==> src/rtl/store_write_buffer.sv <==
// Posted-write buffer: queues formatted stores in a circular FIFO, drains them to
// data memory over a request/ack handshake and flags loads that hit a pending store.
module store_write_buffer #(
  parameter int unsigned DEPTH  = 4,
  parameter int unsigned ADDR_W = 64
) (
  input  logic                     iCLK,
  input  logic                     iRST,
  input  logic                     iStoreValid,
  input  logic [ADDR_W-1:0]        iAddress,
  input  logic [63:0]              iData,
  input  logic [7:0]               iByteEnable,
  output logic                     oStoreReady,
  input  logic                     iLoadValid,
  input  logic [ADDR_W-1:0]        iLoadAddress,
  output logic                     oLoadHazard,
  output logic                     oMemWrite,
  output logic [ADDR_W-1:0]        oMemAddress,
  output logic [63:0]              oMemData,
  output logic [7:0]               oMemByteEnable,
  input  logic                     iMemAck,
  output logic [$clog2(DEPTH):0]   oCount,
  output logic                     oEmpty,
  output logic                     oFull
);

  localparam int unsigned PTR_W = $clog2(DEPTH);
  localparam int unsigned CNT_W = PTR_W + 1;

  logic [PTR_W-1:0]  wr_ptr_q, wr_ptr_d;
  logic [PTR_W-1:0]  rd_ptr_q, rd_ptr_d;
  logic [CNT_W-1:0]  count_q, count_d;

  logic [ADDR_W-1:0] addr_mem_q [DEPTH];
  logic [63:0]       data_mem_q [DEPTH];
  logic [7:0]        be_mem_q   [DEPTH];

  logic enq;
  logic deq;
  logic hit;
  logic [PTR_W-1:0] offset;

  // Status, handshake and pointer/count next-state
  always_comb begin
    oEmpty      = (count_q == '0);
    oFull       = (count_q == CNT_W'(DEPTH));
    oStoreReady = !oFull;
    oMemWrite   = !oEmpty;
    oCount      = count_q;

    enq = iStoreValid && !oFull && (iByteEnable != 8'h00);
    deq = oMemWrite && iMemAck;

    wr_ptr_d = wr_ptr_q;
    rd_ptr_d = rd_ptr_q;
    if (enq) wr_ptr_d = wr_ptr_q + PTR_W'(1);
    if (deq) rd_ptr_d = rd_ptr_q + PTR_W'(1);
    count_d = count_q + CNT_W'(enq) - CNT_W'(deq);
  end

  // Head entry presented to memory, zeroed while nothing is queued
  always_comb begin
    oMemAddress    = '0;
    oMemData       = '0;
    oMemByteEnable = '0;
    if (!oEmpty) begin
      oMemAddress    = addr_mem_q[rd_ptr_q];
      oMemData       = data_mem_q[rd_ptr_q];
      oMemByteEnable = be_mem_q[rd_ptr_q];
    end
  end

  // Doubleword-granular match against occupied slots only (slot distance from head < count)
  always_comb begin
    hit    = 1'b0;
    offset = '0;
    for (int i = 0; i < DEPTH; i++) begin
      offset = PTR_W'(i) - rd_ptr_q;
      if ((CNT_W'(offset) < count_q) &&
          (addr_mem_q[i][ADDR_W-1:3] == iLoadAddress[ADDR_W-1:3]))
        hit = 1'b1;
    end
    oLoadHazard = iLoadValid && hit;
  end

  always_ff @(posedge iCLK or posedge iRST) begin
    if (iRST) begin
      wr_ptr_q <= '0;
      rd_ptr_q <= '0;
      count_q  <= '0;
    end else begin
      wr_ptr_q <= wr_ptr_d;
      rd_ptr_q <= rd_ptr_d;
      count_q  <= count_d;
    end
  end

  // Payload storage needs no reset: occupancy gates every read of it
  always_ff @(posedge iCLK) begin
    if (enq) begin
      addr_mem_q[wr_ptr_q] <= iAddress;
      data_mem_q[wr_ptr_q] <= iData;
      be_mem_q[wr_ptr_q]   <= iByteEnable;
    end
  end

endmodule

==> config.mk <==
export PLATFORM = sky130hd
export DESIGN_NAME = store_write_buffer
export DESIGN_NICKNAME = d
export VERILOG_FILES = /design/src/rtl/store_write_buffer.sv
export SDC_FILE = /design/constraint.sdc
export NUM_CORES = 1
export LEC_CHECK = 0
export BUFFER_PORTS_ARGS = -buffer_cell sky130_fd_sc_hd__buf_2
export CAP_MARGIN = 20
export CORE_MARGIN = 4
export CORE_UTILIZATION = 60
export CTS_BUF_LIST = sky130_fd_sc_hd__clkbuf_4
export DETAILED_ROUTE_END_ITERATION = 7
export PLACE_DENSITY = 0.83
export SYNTH_ARGS = -nofsm -noshare
export SYNTH_HDL_FRONTEND = slang
export SYNTH_SLANG_ARGS = --single-unit
==> constraint.sdc <==
create_clock -name iCLK -period 7.8 [get_ports iCLK]
set_input_delay 1.17 -clock iCLK [delete_from_list [all_inputs] [get_ports iCLK]]
set_output_delay 1.17 -clock iCLK [all_outputs]
set_load 0.03 [all_outputs]
After elaboration in Yosys (flattened, before gate mapping)
Memories as Yosys holds them, arrays and structs flattened. Index checks and enable logic that the tools add are counted.

Memories kept: 3. RAM bits: 544. Output and inout port bits: 144. Input bits: 205. Word-level logic and storage cells: 44. Register bits: 7.

Memories: addr_mem_q (words 4, width 64, rd ports 5, clocked after memory_dff 0, wr ports 1, RTL line 34) `logic [ADDR_W-1:0] addr_mem_q [DEPTH];`; data_mem_q (words 4, width 64, rd ports 1, clocked after memory_dff 0, wr ports 1, RTL line 35) `logic [63:0] data_mem_q [DEPTH];`; be_mem_q (words 4, width 8, rd ports 1, clocked after memory_dff 0, wr ports 1, RTL line 36) `logic [7:0] be_mem_q [DEPTH];`.

Reduce and logical (&&, ||, !) cells: 12. Magnitude comparators: 4. Multiplexer cells: 9. Equality and inequality tests: 5. Add/subtract/negate cells: 8.

Operators by type and width (number): 61-bit equality test (4); 64-bit 2-to-1 mux (2); 2-bit by 3-bit less-than comparator with 1-bit output (4); 1-bit logical AND (8); 8-bit 2-to-1 mux (1); 8-bit nonzero test (1); 1-bit 2-to-1 mux (6); 2-bit by 1-bit adder with 2-bit output, second input constant (2); 1-bit by 2-bit subtractor with 2-bit output, first input constant (2); 2-bit subtractor, first input constant (2); 3-bit by 1-bit adder with 3-bit output (1); 3-bit equality test, second input constant (1); 3-bit zero test (1); 3-bit by 1-bit subtractor with 3-bit output (1); 1-bit zero test (2).

Logic depth before layout (Yosys ltp)
Gate-level depths: netlist of the first run.

Depth in word-level cells: 8. Mapped depth: 10. Gate-level depth less buffers: 10.

Worst setup path after synthesis of the first run
No wires, ideal clock.

Kind: input-to-reg. Start: in iByteEnable[0]. End: mem addr_mem_q[0][0], enable pin. Arrival: 4743 ps. Required time: 7289 ps. Buffers on the path: 0. Setup slack: 2545 ps. Stages on the path: 3. Library setup time: 511 ps. Cells stage by stage: nor4_1 a21oi_1 and2_1.

Word-level cells in the longest chain between the ends: 4.

RTL lines: start: declaration (RTL line 12) `input logic [7:0] iByteEnable,`; 8-bit nonzero test (RTL line 51) `enq = iStoreValid && !oFull && (iByteEnable != 8'h00);`; 1-bit logical AND (RTL line 51); 1-bit 2-to-1 mux (RTL line 100) `if (enq) begin`; 1-bit 2-to-1 mux (not written as such) (RTL line 101) `addr_mem_q[wr_ptr_q] <= iAddress;`; end: declaration (RTL line 34).

Every way passes these cells.

Worst setup path in the final report of the first run
Start: reg rd_ptr_q[0]. End: out oLoadHazard.

Word-level cells in the longest chain between the ends: 8. Elaborated cells on any way between the ends: 17. Classes of those cells: 4 x add/sub; 4 x order compare; 4 x mux; 5 x reduce/logical.

RTL lines: start: declaration (RTL line 31) `logic [PTR_W-1:0] rd_ptr_q, rd_ptr_d;`; start signal: assignment (RTL line 93) `rd_ptr_q <= rd_ptr_d;`; 1-bit by 2-bit subtractor with 2-bit output (RTL line 78) `offset = PTR_W'(i) - rd_ptr_q;`; 2-bit by 3-bit less-than comparator with 1-bit output (RTL line 79) `if ((CNT_W'(offset) < count_q) &&`; 1-bit logical AND (RTL line 79); 1-bit 2-to-1 mux (3 in series) (RTL line 79); 1-bit 2-to-1 mux (*) (RTL line 79); 1-bit logical AND (*) (RTL line 83) `oLoadHazard = iLoadValid && hit;`; end: declaration (RTL line 16) `output logic oLoadHazard,`.

Every way passes the cells marked *; elsewhere a longest branch is shown, timed or not.

==> metrics.md, run 1 <==
| Metric | Value |
|---|---|
| Post-route ant nets | `0` |
| FF-to-FF path depth | `6` |
| Period minus WS final | `roughly 4.7 ns` |
| Post-DR vias/cell | `roughly 5.8` |
| Sequential cell area fraction in the yosys report | `between 60% and 70%` |
| Headroom to the max-slew limit | `between 20% and 30%` |
| Fmax | `between 200 and 250 MHz` |
| Status | `finished clean` |
| Clock latency at the later pin of the worst-skew pair | `0.84 ns` |
| HP Class | `input port to asynchronous set/reset pin` |
| Post-synthesis async set-or-reset flop share | `approximately 1.3%` |
| DR pass1 iterations | `5` |
| Area share of the largest cell type after synthesis | `between 60% and 70%` |
| Antenna violations before repair | `25` |
| Area of the multi-input gates | `6950 µm²` |
| Clk buf depth | `3` |
| Vias in the first global route | `around 14,000` |
| Max cap viols | `0` |
| Final setup fails | `0` |
| Total CTS buffers | `~140` |
| Synth cell types | `30` |
| Worst Path Arrival | `about 3.6 ns` |
| Detailed-route DRC error count | `0` |
| Max Clock Skew | `~0.055 ns` |
| CTS Hold Bufs | `0` |
| Top_reg_cell synth | `edfxtp_1` |
| Grt total ovfl | `0` |
| Cells after synthesis | `approximately 1,300` |
| Final WS setup | `roughly 3.1 ns` |
| Initial Util | `about three fifths` |
| Nets@finish | `between 1,500 and 2,000` |
| Vias | `between 10,000 and 15,000` |
| CTS resizes | `0` |
| List of most frequent post-synthesis cells | `edfxtp_1 (544), and2_1 (141), mux4_2 (136), xor2_1 (133), xnor2_1 (115)` |
| Core area | `approximately 39,000 µm²` |
| GRT Util Overall | `about 28%` |
| Number of synthesized flops with an enable pin | `about 540` |
| Synthesized cell area | `between 20,000 and 25,000 µm²` |
| CTS sink count | `551` |
| Sequential Area | `roughly 17,000 µm²` |
| Dpl ws | `~3.4 ns` |
| CTS tree | `built` |
| Die Footprint | `between 40,000 and 50,000 µm²` |
| Synth area leaders | `edfxtp_1 (69%), mux4_2 (13%), xor2_1 (4.9%)` |
| Pin count of the biggest net entering global routing | `80` |
| Synth warn | `0` |
| Port Buf Inserts | `345` |
| Die height | `between 200 and 250 µm` |
| Mapped Nets | `approximately 1,500` |
| Final Cycle Share | `approximately three fifths` |
| Leading area contributor after synthesis | `edfxtp_1` |
| First-pass GRT wire length | `around 90 mm` |
| DRT Wirelength | `about 60 mm` |
| Synth Register Bits | `551` |
| IR drop worst, VDD | `between 200 and 300 µV` |
| Clock Pin Slew Worst Setup and Hold Paths | `0.06 ns` |
| Pwr Density | `about 400 nW/µm²` |
| Count of pins over their slew limit | `0` |
| # IOs | `349` |
| Leak | `approximately 10 nW` |
| Worst slew pin tran | `between 1 and 1.5 ns` |
| Startpoint class of the critical path | `flop` |
| Cell Rows | `72` |
| CP Capture Type | `output port` |
| Fin. Hold Viols | `0` |
| Avg Cell Area, Syn | `roughly 19 µm²` |
| Area Overhead vs Synth | `16.6%` |
| Initial DRC count | `about 1,300` |
| RSZ-0062 raised after global routing | `false` |
| FILL cells | `roughly 2,500` |
| Reg2reg start | `oCount[0]` |
| CP Data Required Time | `6.63 ns` |
| Final GP Congestion | `between 0.9 and 1` |
| Setup Buffers After CTS | `0` |
| Die width | `207 µm` |
| Crit path max fanout | `a little under 80` |
| Most common cell in the synthesized netlist | `edfxtp_1` |
| Root Driver | `clkbuf_4` |
| TNS Setup | `0 ns` |
| Share of cells above drive strength 1 | `between 30% and 40%` |
| WS Path Type | `flop to output port` |
| Critical path startpoint | `rd_ptr_q[0]` |
| Routed wire per std cell | `approximately 26 µm` |
| # H-tree levels | `4` |
| Post-detail-place hpwl | `40.9 mm` |
[sequential cells by signal, indices dropped and copies added, names as in the netlist]
signal	count
wr_ptr_q	2
addr_mem_q	256
rd_ptr_q	2
data_mem_q	256
oCount	3
be_mem_q	32
[path summary, 6_finish.rpt]
path                                    end  slack (ns)
max                             oLoadHazard        3.06
min                               oCount[0]        0.26
max reg2reg                  be_mem_q[1][0]        4.22
min reg2reg                     wr_ptr_q[1]        0.64
max in group asynchronous       rd_ptr_q[1]        7.26
min in group iCLK          addr_mem_q[1][6]        0.54
[metal layers]
layer	vias to the layer above	routed length, µm	global-route usage, %
met5	-	154	0
met2	766	29000	43.1
li1	5914	-	-
met1	6732	21500	36.1
met3	152	6990	10.2
met4	24	2070	11.5
[worst max-delay path, stage by stage (launching register included)]
cell	delay [ns]
dfrtp_4	0.84
buf_12	0.60
nand2_1	0.10
a21oi_1	0.25
o2111ai_1	0.14
nor4_1	0.30
o41a_1	0.25
buf_2	0.22
[per-stage QoR]
stage | area [µm²] | instances | power [mW] | hold WS, ns | util, %
3_5_place_dp | 26000 | 2077 | 8.81 | 0.643 | 66.8
2_1_floorplan | 23800 | 1261 | 7.44 | 0.580 | -
4_1_cts | 27700 | 2311 | 11.2 | 0.180 | 71.2
3_3_place_gp | 26000 | 2077 | 8.74 | 0.604 | 66.8
5_1_grt | 27700 | 2321 | 11.6 | 0.222 | 71.3
6_report | 27800 | 2328 | 11.1 | 0.256 | 71.3
[placed cells by master, fill, tap and decap left out, types with 2 or more instances in the layout]
master	n
nand4_1	35
bufinv_16	4
xor2_1	133
buf_12	2
a21oi_1	5
ha_1	10
inv_2	4
nand2_1	5
buf_2	345
dfrtp_1	5
clkbuf_4	195
inv_1	11
xnor2_1	115
diode_2	17
clkinv_1	28
and2_1	137
dfrtp_4	2
edfxtp_1	544
xnor2_2	2
nor4_2	2
buf_4	10
clkinv_2	3
and2_4	4
nor4_1	42
o21ai_0	3
nor2_1	2
mux4_2	136
[cell families (layout without fill, tap and decap cells)]
kind of cell	after synthesis	after routing	share of synthesized area, %
AO/OA/AOI/OAI	11	11	0.273
XOR/XNOR	250	250	9.26
adder cells (fa/ha/maj)	11	11	0.610
buffers and inverters	70	602	1.53
flip-flops	551	551	69.3
multiplexers	136	136	12.9
other	0	17	0
AND/OR/NAND/NOR	232	232	6.13
[where the power goes]
group | switching, mW | total (mW) | internal, mW
clock | 1.09 | 2.37 | 1.28
sequential | 0.282 | 4.20 | 3.92
combinational | 2.88 | 4.53 | 1.65
total | 4.25 | 11.1 | 6.84
[final cells by class]
cell class	count	share of cell area, %
Sequential cell	551	59.5
Multi-Input combinational cell	640	25.0
Timing Repair Buffer	357	6.63
Clock buffer	195	5.27
Tap cell	518	2.33
Clock inverter	39	0.919
Antenna cell	17	0.153
Inverter	11	0.149
(Power assumes the default switching activity.)
==> inputs of run 2 (changes only) <==
--- a/config.mk
+++ b/config.mk
@@ -8,10 +8,10 @@
 export BUFFER_PORTS_ARGS = -buffer_cell sky130_fd_sc_hd__buf_2
 export CAP_MARGIN = 20
 export CORE_MARGIN = 4
-export CORE_UTILIZATION = 60
+export CORE_UTILIZATION = 59
 export CTS_BUF_LIST = sky130_fd_sc_hd__clkbuf_4
 export DETAILED_ROUTE_END_ITERATION = 7
-export PLACE_DENSITY = 0.83
+export PLACE_DENSITY = 0.82
 export SYNTH_ARGS = -nofsm -noshare
 export SYNTH_HDL_FRONTEND = slang
 export SYNTH_SLANG_ARGS = --single-unit
==> constraint.sdc (replaced) <==
create_clock -name iCLK -period 4.45 [get_ports iCLK]
set_input_delay 0.6675 -clock iCLK [delete_from_list [all_inputs] [get_ports iCLK]]
set_output_delay 0.6675 -clock iCLK [all_outputs]
set_load 0.03 [all_outputs]
==> run 2 against run 1 <==
  * Count of clock-buffer cells in the layout up 7
  * Utilization up 0.71 points
  * Critical path type unchanged
  * Largest power group unchanged
  * Sequential power up 76%
  * First-iteration DRC count up 13%
  * Highest routed layer unchanged
  * Worst hold slack worse by 0.18 ns
  * Critical path depth unchanged
==> metrics.md, run 2 (synthesis results as in run 1) <==
| Metric | Value |
|---|---|
| First-pass GRT wire length | `93.7 mm (+5.7%)` |
| Worst Path Arrival | `3.30 ns (-0.27 ns)` |
| GRT Util Overall | `28.9% (+1.2 points)` |
| Post-DR vias/cell | `5.86 (+0.44%)` |
| Pwr Density | `691 nW/µm² (+73%)` |
| RSZ-0062 raised after global routing | `false` |
| Pin count of the biggest net entering global routing | `79 (-1.3%)` |
| Startpoint class of the critical path | `flop` |
| Vias in the first global route | `15,000 (+5.4%)` |
| CTS tree | `built` |
| Total chip power | `19.8 mW (+79%)` |
| Headroom to the max-slew limit | `35.3% (+9.0 points)` |
| Max cap viols | `0 (unchanged)` |
| Gr busiest metal | `met2` |
| Post-detail-place hpwl | `41.0 mm (+0.36%)` |
| Status | `finished clean` |
| Nets@finish | `1,995 (+4.3%)` |
| Final Util | `72.0% (+0.71 points)` |
| Routed wire per std cell | `26.1 µm (+1.8%)` |
| Finished Layout Cells | `2,417 (+3.8%)` |
| Final Cycle Share | `between 80% and 90%` |
| WS Path Type | `flop to output port` |
| Commonest non-fill, non-tap cell in the layout | `edfxtp_1` |
| CP Data Required Time | `3.78 ns (-2.85 ns)` |
| TNS Setup | `0 ns (unchanged)` |
| CTS sink count | `551 (unchanged)` |
| Worst Hold Margin | `0.0723 ns (-0.184 ns)` |
| FF-to-FF path depth | `6 (unchanged)` |
| Max Clock Skew | `0.0493 ns (-0.00579 ns)` |
| DP Cell Count | `2,087 (+0.48%)` |
| Area Overhead vs Synth | `20.5%` |
| Initial DRC count | `1,444 (+13%)` |
| CP Capture Type | `output port` |
| Clock Pin Slew Worst Setup and Hold Paths | `0.06 ns (about the same)` |
| Cell Rows | `73 (+1.4%)` |
| Met3 Use GR | `9.98% (-0.25 points)` |
| Setup Buffers After CTS | `0 (unchanged)` |
| Commonest cells after routing, fill and taps aside | `edfxtp_1 (544), buf_2 (345), clkbuf_4 (202)` |
| HP Class | `input port to flop` |
| Clock latency at the later pin of the worst-skew pair | `0.85 ns (about the same)` |
| Grt total ovfl | `0 (unchanged)` |
| Die Footprint | `43,600 µm² (+1.6%)` |
| Final GP Congestion | `0.976 (+2.0%)` |
| Clk buf depth | `3 (unchanged)` |
| Antenna violations before repair | `21 (-16%)` |
| Detailed-route DRC error count | `0 (unchanged)` |
| # IOs | `349 (unchanged)` |
| GR Layer Usage met2 | `46.4% (+3.3 points)` |
| Met1 Resource Use GR | `36.8% (+0.72 points)` |
| Dpl ws | `0.952 ns (-2.46 ns)` |
| CTS resizes | `0 (unchanged)` |
| DP Area | `26,100 µm² (+0.41%)` |
| Die height | `209 µm (+0.81%)` |
| CTS Hold Bufs | `75 (+75)` |
| Port Buf Inserts | `345 (unchanged)` |
| Final WS setup | `0.485 ns (-2.58 ns)` |
| Die width | `209 µm (+0.81%)` |
| Fin. Hold Viols | `0 (unchanged)` |
| # H-tree levels | `4 (unchanged)` |
| Vias | `14,200 (+4.3%)` |
| Crit path max fanout | `2 (-97%)` |
| Count of pins over their slew limit | `0 (unchanged)` |
| Core area | `39,800 µm² (+2.3%)` |
| DR pass1 iterations | `5 (unchanged)` |
| IR drop worst, VDD | `514 µV (+83%)` |
| Period minus WS final | `roughly 4.0 ns` |
| Leak | `10.2 nW (+3.9%)` |
| Total CTS buffers | `140 (+2.9%)` |
| Final setup fails | `0 (unchanged)` |
| Root Driver | `clkbuf_4` |
| Biggest regs | `addr_mem_q: 256 flops, data_mem_q: 256 flops, be_mem_q: 32 flops` |
| DRT Wirelength | `63.0 mm (+5.6%)` |
| Fin area | `28,700 µm² (+3.3%)` |
| Share of cells above drive strength 1 | `38.7% (-1.0 points)` |
| Worst slew pin tran | `0.971 ns (-0.135 ns)` |
| Post-route ant nets | `0 (unchanged)` |
| Initial Util | `59.8% (-1.4 points)` |
| Fmax | `around 250 MHz` |
| Hold Crit Depth | `1` |
## run 2: critical path, cell delays in order (launching register included)
cell       delay [ns]
edfxtp_1         0.40
xnor2_1          0.37
nand4_1          0.16
nor4_1           0.50
o2111ai_1        0.22
nor4_1           0.36
o41a_1           0.26
buf_2            0.22
## run 2: final timing paths
path / start / end / slack [ns]
max: addr_mem_q[3][60] / oLoadHazard / 0.49
min in group asynchronous: iRST / rd_ptr_q[1] / 0.34
min: iAddress[7] / addr_mem_q[1][7] / 0.07
min reg2reg: wr_ptr_q[0] / wr_ptr_q[0] / 0.63
max in group asynchronous: iRST / rd_ptr_q[0] / 3.86
max reg2reg: oCount[0] / addr_mem_q[2][36] / 1.60
## run 2: area by class of cell
| class | instances | area (µm²) |
|---|---|---|
| repair buffers | 435 | 2690 |
| well taps | 525 | 657 |
| fillers | 2464 | 11100 |
| diodes | 19 | 47.5 |
| flip-flops and latches | 551 | 16500 |
| multi-input cells | 640 | 6950 |
| clock inverters | 34 | 270 |
| clock buffers | 202 | 1520 |
| inverters | 11 | 41.3 |
## run 2: layer usage
metal | part of all wire (%) | up-vias
li1 | - | 6066
met1 | 36 | 7123
met2 | 49 | 810
met3 | 12 | 154
met4 | 3.4 | 16
met5 | 0.17 | -
## run 2: power by group
group | switching, mW | total [mW] | internal [mW]
Clock | 2.00 | 4.37 | 2.36
Sequential | 0.534 | 7.39 | 6.85
Combinational | 5.10 | 8.08 | 2.98
Total | 7.63 | 19.8 | 12.2
==> inputs of run 3 (changes only) <==
--- a/config.mk
+++ b/config.mk
@@ -7,11 +7,13 @@
 export LEC_CHECK = 0
 export BUFFER_PORTS_ARGS = -buffer_cell sky130_fd_sc_hd__buf_2
 export CAP_MARGIN = 20
+export CELL_PAD_IN_SITES_DETAIL_PLACEMENT = 2
+export CELL_PAD_IN_SITES_GLOBAL_PLACEMENT = 2
 export CORE_MARGIN = 4
-export CORE_UTILIZATION = 59
+export CORE_UTILIZATION = 30
 export CTS_BUF_LIST = sky130_fd_sc_hd__clkbuf_4
 export DETAILED_ROUTE_END_ITERATION = 7
-export PLACE_DENSITY = 0.82
+export PLACE_DENSITY_LB_ADDON = 0.1
 export SYNTH_ARGS = -nofsm -noshare
 export SYNTH_HDL_FRONTEND = slang
 export SYNTH_SLANG_ARGS = --single-unit
==> run 3 against run 2 <==
  * Fmax down 6.3%
  * Power rose by 3.6%
  * Critical endpoint unchanged
  * Combinational power up 6.7%
  * Final cell count increased by 26%
  * Count of clock-buffer cells in the layout is 25 higher
==> metrics.md, run 3 (synthesis results as in run 1) <==
| Metric | Value |
|---|---|
| CP Data Required Time | `3.78 ns (about the same)` |
| Status | `finished clean` |
| Clk buf depth | `3 (unchanged)` |
| Clock Pin Slew Worst Setup and Hold Paths | `0.06 ns (about the same)` |
| Critical Path, Cell by Cell | `xnor2_1 -> nand4_1 -> nor4_1 -> o21ai_1 -> nor4_1 -> o41a_1 -> buf_2` |
| NetSw | `8.18 mW (+7.2%)` |
| Most used cell, CP | `nor4_1` |
| Antenna violations before repair | `22 (+4.8%)` |
| HP Start | `iStoreValid` |
| Total chip power | `20.5 mW (+3.6%)` |
| Biggest regs | `addr_mem_q: 256 flops, data_mem_q: 256 flops, be_mem_q: 32 flops` |
| Fin. Hold Viols | `0 (unchanged)` |
| Die height | `290 µm (+39%)` |
| Post-detail-place hpwl | `55.6 mm (+36%)` |
| Port Buf Inserts | `345 (unchanged)` |
| FF-to-FF path depth | `5 (-1)` |
| HP Class | `input port to flop` |
| Root Driver | `clkbuf_4` |
| Reg2reg setup slack | `1.54 ns (-0.06 ns)` |
| Sequential Area | `16,500 µm² (unchanged)` |
| RSZ-0062 raised after global routing | `false` |
| Final Cycle Share | `95.1% (+6.0 points)` |
| Switching part of the total | `39.8% (+1.3 points)` |
| Pin count of the biggest net entering global routing | `89 (+13%)` |
| Routed wire per std cell | `26.2 µm (+0.33%)` |
| Fin area | `30,300 µm² (+5.6%)` |
| TNS Setup | `0 ns (unchanged)` |
| Clock share of power | `22.4% (+0.4 points)` |
| Startpoint class of the critical path | `flop` |
| Cell Rows | `103 (+41%)` |
| DRT Wirelength | `79.7 mm (+26%)` |
| Leak | `10.6 nW (+4.2%)` |
| Initial DRC count | `735 (-49%)` |
| Pwr Density | `678 nW/µm² (-1.9%)` |
| Crit path max fanout | `2 (unchanged)` |
| Max Clock Skew | `0.0502 ns (+0.000876 ns)` |
| CP max-delay cell | `xnor2_1` |
| Worst reg2reg endpoint | `addr_mem_q[3][44]` |
| Post-route ant nets | `0 (unchanged)` |
| Fmax | `236 MHz (-6.3%)` |
| Final WS setup | `0.219 ns (-0.267 ns)` |
| Area Overhead vs Synth | `27.2%` |
| Logic pwr share | `42.0% (+1.3 points)` |
| Die width | `290 µm (+39%)` |
| Dpl ws | `0.979 ns (+0.0274 ns)` |
| Worst slew pin tran | `0.914 ns (-0.0569 ns)` |
| Share of cells above drive strength 1 | `38.6% (-0.046 points)` |
| Max stage delay on crit path | `0.55 ns (+0.05 ns)` |
| Gr busiest metal | `met2` |
| Flop pwr share | `35.6% (-1.6 points)` |
| Core area | `78,900 µm² (+98%)` |
| GR Layer Usage met2 | `31.9% (-14 points)` |
| Final setup fails | `0 (unchanged)` |
| Detailed-route DRC error count | `0 (unchanged)` |
| Int Power | `12.4 mW (+1.3%)` |
| CP Capture Type | `output port` |
| Vias | `14,200 (-0.11%)` |
| Worst Hold End | `wr_ptr_q[0]` |
| Reg2reg start | `oCount[2]` |
| First-pass GRT wire length | `112 mm (+20%)` |
| Nets@finish | `2,091 (+4.8%)` |
| Met3 Use GR | `6.33% (-3.7 points)` |
| # H-tree levels | `4 (unchanged)` |
| Total CTS buffers | `158 (+13%)` |
| Count of pins over their slew limit | `0 (unchanged)` |
| Worst Path Arrival | `3.56 ns (+0.26 ns)` |
| Final GP Congestion | `0.804 (-18%)` |
| IR drop worst, VDD | `474 µV (-7.9%)` |
| Initial Util | `30.2% (-30 points)` |
| DR pass1 iterations | `5 (unchanged)` |
| Met1 Resource Use GR | `22.8% (-14 points)` |
| Hold Crit Depth | `4 (+3)` |
| CTS sink count | `551 (unchanged)` |
| GRT Util Overall | `18.9% (-10 points)` |
| Die Footprint | `83,900 µm² (+92%)` |
| Commonest cells after routing, fill and taps aside | `edfxtp_1 (544), buf_2 (345), clkbuf_4 (227)` |
| DP Area | `26,900 µm² (+3.0%)` |
| Area of the multi-input gates | `6950 µm² (unchanged)` |
| Grt total ovfl | `0 (unchanged)` |
| CTS resizes | `0 (unchanged)` |
| Max cap viols | `0 (unchanged)` |
| FILL cells | `7,906 (+220%)` |
| Period minus WS final | `4.23 ns (+0.267 ns)` |
| Headroom to the max-slew limit | `39.1% (+3.8 points)` |
| Post-DR vias/cell | `4.65 (-21%)` |
| Vias in the first global route | `16,200 (+7.7%)` |
| Commonest non-fill, non-tap cell in the layout | `edfxtp_1` |
| CTS tree | `built` |
| # IOs | `349 (unchanged)` |
| WS Path Type | `flop to output port` |
| Clock latency at the later pin of the worst-skew pair | `0.95 ns (+0.10 ns)` |
==> run 3: cell types whose count changed in the layout (fill, tap and decap cells not counted), sizes merged <==
| cell | before | now |
|---|---|---|
| buf | 360 | 375 |
| bufinv | 5 | 1 |
| diode | 19 | 11 |
| clkinv | 23 | 29 |
| clkinvlp | 1 | 7 |
| dlygate4sd3 | 75 | 138 |
| clkbuf | 202 | 227 |
==> run 3: final cells by class <==
class | count | area share [%]
diodes | 11 | 0.0909
clock buffers | 227 | 5.63
clock inverters | 42 | 0.797
inverters | 11 | 0.136
multi-input cells | 640 | 23.0
flip-flops and latches | 551 | 54.5
well taps | 1050 | 4.34
repair buffers | 513 | 11.5
==> run 3: worst max-delay path: cells and delay by family (launching register included) <==
| kind | cells | cell delay [ns] |
|---|---|---|
| AND/OR/NAND/NOR | 3 | 1.02 |
| XOR/XNOR | 1 | 0.55 |
| AO/OA/AOI/OAI | 2 | 0.43 |
| flip-flops | 1 | 0.41 |
| buffers and inverters | 1 | 0.23 |
==> run 3: how the worst max path moves through the flow <==
stage                      start               end  slack [ns]  cells after the start
2_1_floorplan          oCount[0]  addr_mem_q[0][0]        0.92                      5
3_3_place_gp    iLoadAddress[26]       oLoadHazard        0.97                      8
3_5_place_dp    iLoadAddress[37]       oLoadHazard        0.98                      8
4_1_cts              rd_ptr_q[0]       oLoadHazard        0.02                      8
5_1_grt        addr_mem_q[0][31]       oLoadHazard        0.08                      7
6_report       addr_mem_q[1][26]       oLoadHazard        0.22                      7
==> run 3: layer usage <==
metal / share of wire [%] / vias to the layer above / wire length [µm]
met2: 50 / 458 / 40200
met3: 7.3 / 136 / 5830
met5: 0.10 / - / 81
met1: 40 / 7272 / 31600
li1: - / 6275 / -
met4: 2.4 / 12 / 1920
==> run 3: power groups by stage <==
stage               sequential [mW]  combinational [mW]  clock [mW]
finish                         7.32                8.62        4.60
global placement               7.44                8.59           0
global route                   7.41                9.24        5.14
detailed placement             7.51                8.64           0
floorplan                      7.30                5.66           0
CTS                            7.40                8.77        4.85
==> run 3: stage by stage <==
stage                     std cells  utilization (%)  hold WS, ns
final                          3045             38.4        0.242
after global routing           3039             38.4        0.169
after detailed placement       2625             34.1        0.645
after global placement         2625             34.1        0.606
after floorplan                1261                -        0.471
after CTS                      3032             38.3       0.0991
==> run 3: what timing repair did <==
action / in CTS / in global routing
setup buffers: 0 / 2
endpoints found under the hold margin: 552 / 0
hold buffers: 138 / 0
endpoints found under the setup margin: 0 / 1
